===== config.mk =====
export PLATFORM = sky130hd
export DESIGN_NAME = stripes_weight_serializer
export DESIGN_NICKNAME = d
export VERILOG_FILES = /design/src/rtl/stripes_pkg.sv /design/src/rtl/stripes_weight_serializer_bit_slicer.sv /design/src/rtl/stripes_weight_serializer.sv
export SDC_FILE = /design/constraint.sdc
export NUM_CORES = 1
export LEC_CHECK = 0
export BUFFER_PORTS_ARGS = -buffer_cell sky130_fd_sc_hd__buf_2
export CAP_MARGIN = 20
export CORE_ASPECT_RATIO = 1.75
export CORE_MARGIN = 2
export CORE_UTILIZATION = 30
export DETAILED_ROUTE_END_ITERATION = 7
export PLACE_DENSITY = 0.66
export SYNTH_ARGS = -nofsm -noshare
export SYNTH_HDL_FRONTEND = slang
export SYNTH_SLANG_ARGS = --single-unit

===== constraint.sdc =====
create_clock -name clk -period 2.4 [get_ports clk]
set_input_delay 0.12 -clock clk [delete_from_list [all_inputs] [get_ports clk]]
set_output_delay 0.12 -clock clk [all_outputs]
set_load 0.05 [all_outputs]

===== src/rtl/stripes_pkg.sv =====
// stripes_pkg
//   Shared types and constants for the Stripes bit-serial weight feeder.
//   ser_state_t : serializer state encoding
//   COL_IDX_W   : width of the bit-position index (limits DATA_WIDTH to 8)
//   vec_t       : default-sized lane vector (16 lanes x 8 bits)
package stripes_pkg;

  localparam int COL_IDX_W        = 3;
  localparam int PKG_VEC_LENGTH   = 16;
  localparam int PKG_DATA_WIDTH   = 8;

  typedef enum logic [1:0] {
    IDLE  = 2'd0,
    SHIFT = 2'd1,
    FLUSH = 2'd2
  } ser_state_t;

  typedef logic [PKG_VEC_LENGTH-1:0][PKG_DATA_WIDTH-1:0] vec_t;

endpackage


===== src/rtl/stripes_weight_serializer_bit_slicer.sv =====
// stripes_bit_slicer
//   Lane-wise selection of one weight bit-plane.
//   w_reg    : held weight vector
//   bit_cnt  : bit position to select
//   shift_en : high while serializing; low forces all bits to 0
//   w_bit    : selected bit per lane
module stripes_bit_slicer
  import stripes_pkg::*;
#(
  parameter int DATA_WIDTH = 8,
  parameter int VEC_LENGTH = 16
) (
  input  logic [VEC_LENGTH-1:0][DATA_WIDTH-1:0] w_reg,
  input  logic [COL_IDX_W-1:0]                  bit_cnt,
  input  logic                                  shift_en,
  output logic [VEC_LENGTH-1:0]                 w_bit
);

  always_comb begin
    w_bit = '0;
    if (shift_en) begin
      for (int j = 0; j < VEC_LENGTH; j++) begin
        w_bit[j] = w_reg[j][bit_cnt];
      end
    end
  end

endmodule


===== src/rtl/stripes_weight_serializer.sv =====
// stripes_weight_serializer
//   Bit-serial feeder for the Stripes MAC. Accepts a weight/activation vector
//   pair per handshake, holds the activations and emits the weights one
//   bit-plane per cycle MSB first, then one flush cycle to drain the MAC's
//   two-stage pipeline. Generates load_accum and result_valid for the MAC.
//   Inputs : clk, reset (sync, active-high), in_valid, in_w, in_act,
//            in_acc_first, in_acc_last, stall
//   Outputs: in_ready, act_out, w_bit, column_idx, is_msb, mac_en,
//            load_accum, result_valid, busy
module stripes_weight_serializer
  import stripes_pkg::*;
#(
  parameter int DATA_WIDTH = 8,
  parameter int VEC_LENGTH = 16
) (
  input  logic                                         clk,
  input  logic                                         reset,
  input  logic                                         in_valid,
  output logic                                         in_ready,
  input  logic signed [VEC_LENGTH-1:0][DATA_WIDTH-1:0] in_w,
  input  logic signed [VEC_LENGTH-1:0][DATA_WIDTH-1:0] in_act,
  input  logic                                         in_acc_first,
  input  logic                                         in_acc_last,
  input  logic                                         stall,
  output logic [VEC_LENGTH-1:0][DATA_WIDTH-1:0]        act_out,
  output logic [VEC_LENGTH-1:0]                        w_bit,
  output logic [COL_IDX_W-1:0]                         column_idx,
  output logic                                         is_msb,
  output logic                                         mac_en,
  output logic                                         load_accum,
  output logic                                         result_valid,
  output logic                                         busy
);

  localparam logic [COL_IDX_W-1:0] BIT_MSB = COL_IDX_W'(DATA_WIDTH - 1);

  ser_state_t                           state, state_next;
  logic [COL_IDX_W-1:0]                 bit_cnt, bit_cnt_next;
  logic [VEC_LENGTH-1:0][DATA_WIDTH-1:0] w_reg;
  logic [VEC_LENGTH-1:0][DATA_WIDTH-1:0] act_reg;
  logic                                 first_reg, last_reg;
  logic                                 pending_first, pending_last;
  logic                                 accept;
  logic                                 last_bit;

  assign last_bit = (state == SHIFT) && (bit_cnt == '0);

  always_comb begin
    state_next   = state;
    bit_cnt_next = bit_cnt;
    in_ready     = !stall && ((state == IDLE) || (state == FLUSH) || last_bit);
    accept       = in_valid && in_ready;
    if (accept) begin
      state_next   = SHIFT;
      bit_cnt_next = BIT_MSB;
    end else if (!stall) begin
      case (state)
        SHIFT: begin
          if (bit_cnt == '0) state_next = FLUSH;
          else               bit_cnt_next = bit_cnt - 1'b1;
        end
        FLUSH:   state_next = IDLE;
        default: state_next = state;
      endcase
    end
  end

  always_ff @(posedge clk) begin
    if (reset) begin
      state         <= IDLE;
      bit_cnt       <= '0;
      w_reg         <= '0;
      act_reg       <= '0;
      first_reg     <= 1'b0;
      last_reg      <= 1'b0;
      pending_first <= 1'b0;
      pending_last  <= 1'b0;
      result_valid  <= 1'b0;
    end else begin
      state   <= state_next;
      bit_cnt <= bit_cnt_next;
      if (accept) begin
        w_reg     <= in_w;
        act_reg   <= in_act;
        first_reg <= in_acc_first;
        last_reg  <= in_acc_last;
      end
      // Flags advance only on MAC-enabled cycles so a stall holds them.
      // first/last are read before any back-to-back accept overwrites them.
      if (mac_en) begin
        pending_first <= is_msb && first_reg;
        pending_last  <= last_bit && last_reg;
      end
      result_valid <= mac_en && pending_last;
    end
  end

  stripes_bit_slicer #(
    .DATA_WIDTH(DATA_WIDTH),
    .VEC_LENGTH(VEC_LENGTH)
  ) u_slicer (
    .w_reg   (w_reg),
    .bit_cnt (bit_cnt),
    .shift_en(state == SHIFT),
    .w_bit   (w_bit)
  );

  assign act_out    = act_reg;
  assign column_idx = (state == SHIFT) ? bit_cnt : '0;
  assign is_msb     = (state == SHIFT) && (bit_cnt == BIT_MSB);
  assign mac_en     = (state != IDLE) && !stall;
  assign load_accum = pending_first && mac_en;
  assign busy       = (state != IDLE);

endmodule


==> flow_metrics.py <==
metrics = {
    "worst_setup_path": {
        "cp_num_buf_inv": 2,
        "cp.depth": 4,
        "rrSetupSlack_ps": 220,
        "critPathMaxFanout": 12,
        "cp.required_ps": 2280,
        "path_delay_family": "multiplexers",
        "worst_r2r_path_depth": 8,
        "path_cells": "buf_12 -> mux4_2 -> a22o_1 -> clkbuf_4",
        "worst_setup_path_end_kind": "primary output",
        "critPathLaunchType": "register",
        "slowest_stage": "mux4_2",
        "cp_slowest_stage_delay_ps": 550,
        "crit_type": "reg -> out",
        "cp_data_arrival_time_ps": 2200,
    },
    "sta": {
        "finalCritPeriodShare_pct": 96.58,
        "hold_viol_final": 0,
        "worstMarginPinSlew_ps": 633.3,
        "period_minus_slack_ps": 2318,
        "fmax_mhz": 431.4,
        "setup_viol": 0,
        "relSlewSlack_pct": 57.78,
        "tns_ps": 0,
        "slew_viol_final": 0,
        "rsz0062_at_grt": "no",
        "finalClockSkew_ps": 11.06,
    },
    "floorplanning": {
        "num_rows": 89,
        "die_w_um": 144.1,
        "die_y_um": 249.1,
        "start_util_pct": 30.52,
        "io_pins": 415,
        "fp.coreArea_um2": 33740,
        "die_area_um2": 35890,
    },
    "yosys": {
        "ys.flop_type": "dfxtp_1",
        "synth-seq-cells": 266,
        "ys_seq_area_share_pct": 51.71,
        "yosys_warnings": 0,
        "synthArstFlopShare_pct": 0,
        "syn-num-nets": 1504,
        "avgSynthCellArea_um2": 8.332,
        "yosysUniqueCellTypes": 28,
        "synth_area_um2": 10300,
        "synthCells": 1236,
        "synth-edff-count": 0,
    },
    "placed_design": {
        "hpwl_mm": 23.24,
        "place_area_um2": 12830,
        "portBuffers": 414,
        "place.gp.congestion": 0.8633,
    },
    "finish": {
        "drive_gt1_share_pct": 28.21,
        "synthToLayoutAreaGrowth_pct": 59.66,
        "final_cell_mix": "516 x nand2_1, 410 x buf_2, 266 x a21oi_1",
        "nNetsFinal": 2141,
        "n_fill_cell": 2993,
        "layout_commonest_cell": "nand2_1",
        "post-route-cell-area_um2": 16440,
        "diodes": 0,
    },
    "power": {
        "switching_power_uw": 3268,
        "clockPowerShare_pct": 39.6,
        "swShare_pct": 28.18,
        "p_comb_share_pct": 19.1,
        "ir_worst_vdd_v": 0.0005687,
        "p_per_area_nw_per_um2": 705.3,
        "power_leakage_uw": 0.007010,
        "power_frac_seq_pct": 41.4,
        "internal_power_uw": 8330,
    },
    "run_status": {
        "outcome": "finished, final reports clean",
    },
    "job": {
        "drv_cap": 0,
    },
    "cts": {
        "cts_max_level": 1,
        "insertion_delay_ps": 540,
        "clkSinkCount": 266,
        "clk_path_buf_depth": 3,
        "cts_buffers": 27,
        "cts_tree": "yes",
        "post-cts-setup-buffers": 0,
        "clk_pin_slew_worst_paths_ps": 60,
        "ctsRootBufferMaster": "clkbuf_16",
    },
    "hold_path": {
        "holdCritPathClass": "in -> reg",
        "hold_depth": 2,
    },
    "routing": {
        "drtIter0Drc": 513,
        "wl_mm": 37.52,
        "num_vias": 11190,
        "viasPerCell": 4.764,
        "ant_nets": 0,
        "drcViolationCount": 0,
        "wire_per_inst_um": 15.98,
        "firstDrtPassIters": 4,
    },
    "global_routing": {
        "first_global_vias": 11810,
        "grt_use_total_pct": 20.05,
        "grt_overflow": 0,
        "grt_start_max_net_pins": 91,
        "antenna_found_initial": 0,
        "grt_pass1_wl_mm": 57.65,
    },
}
## cell type report
cell class,instances,area (um^2),area share [%]
inverter,8,30.03,0.1826
sequential,266,5330,32.42
tap,455,569.3,3.462
clock buffer,34,752.0,4.573
timing repair buffer,707,5152,31.33
clock inverter,15,209.0,1.271
multi-input combinational,863,4400,26.76
## power by group through the flow
| stage | combinational (uW) | clock, uW | sequential, uW |
|---|---|---|---|
| 3_5_place_dp | 1830 | 0 | 4890 |
| 5_1_grt | 2370 | 4850 | 4830 |
| 3_3_place_gp | 1810 | 0 | 4870 |
| 6_report | 2210 | 4590 | 4800 |
| 4_1_cts | 2170 | 4710 | 4790 |
| 2_1_floorplan | 827 | 0 | 5270 |
## path summary, 6_finish.rpt
kind,from,to
setup reg to reg,bit_cnt[0],act_out[121]
hold reg to reg,act_out[42],act_out[42]
hold / removal,reset,w_reg[70]
setup / recovery,bit_cnt[0],w_bit[7]
## Yosys cell counts (all sizes together), types with 2 or more instances
master | count | area (um^2)
nand2 | 516 | 1937
clkbuf | 51 | 191.4
a21oi | 266 | 1331
buf | 48 | 372.9
dfxtp | 266 | 5325
a22o | 16 | 140.1
and2 | 2 | 12.51
nor2 | 6 | 22.52
ha | 6 | 75.07
nand3b | 2 | 15.01
nor3 | 2 | 10.01
inv | 8 | 30.03
o21ai | 3 | 15.01
mux4 | 32 | 720.7
## worst register-to-register path, stage by stage, from the launching register on
cell and delay [ps]:
dfxtp_4 380, inv_1 100, ha_1 210, nand3b_1 220, a211oi_4 410, buf_12 260, buf_12 220, nand2_1 110
a21oi_1 190
## per-layer routing
metal / track usage, % / vias up / wire [um]
met1: 20.12 / 5207 / 13200
met2: 36.83 / 483 / 19500
li1: - / 5337 / -
met3: 3.960 / 158 / 2393
met4: 12.72 / 0 / 2429
met5: 0 / - / 0
## cell families (layout without fill, tap and decap cells)
| kind of cell | after synthesis | in the layout | share of synthesized area (%) |
|---|---|---|---|
| fa+ha+maj | 6 | 6 | 0.7289 |
| simple gates | 533 | 533 | 19.71 |
| xor+xnor | 1 | 1 | 0.08506 |
| mux | 33 | 33 | 7.107 |
| buf+inv | 107 | 764 | 5.771 |
| flops | 266 | 266 | 51.71 |
| compound gates | 290 | 290 | 14.89 |
## through the flow
stage | hold WS [ps] | setup slack, ps | utilization (%) | cells | power (uW)
CTS | 149.8 | 4.541 | 48.57 | 2347 | 11660
finish | 187.7 | 81.96 | 48.73 | 2348 | 11600
global placement | 358.9 | 387.8 | 38.02 | 2039 | 6678
floorplan | 256.0 | 128.6 | - | 1236 | 6100
global route | 187.9 | 16.22 | 48.73 | 2348 | 12040
detailed placement | 365.8 | 314.8 | 38.02 | 2039 | 6711
## what timing repair did
item                                    in CTS  in global routing
gates cloned                                 0                  1
hold buffers                               259                  0
endpoints found under the setup margin       9                 13
resized for setup                            2                 10
hold endpoints to repair                   259                  0
No activity file was read; power rests on OpenSTA's default activity.
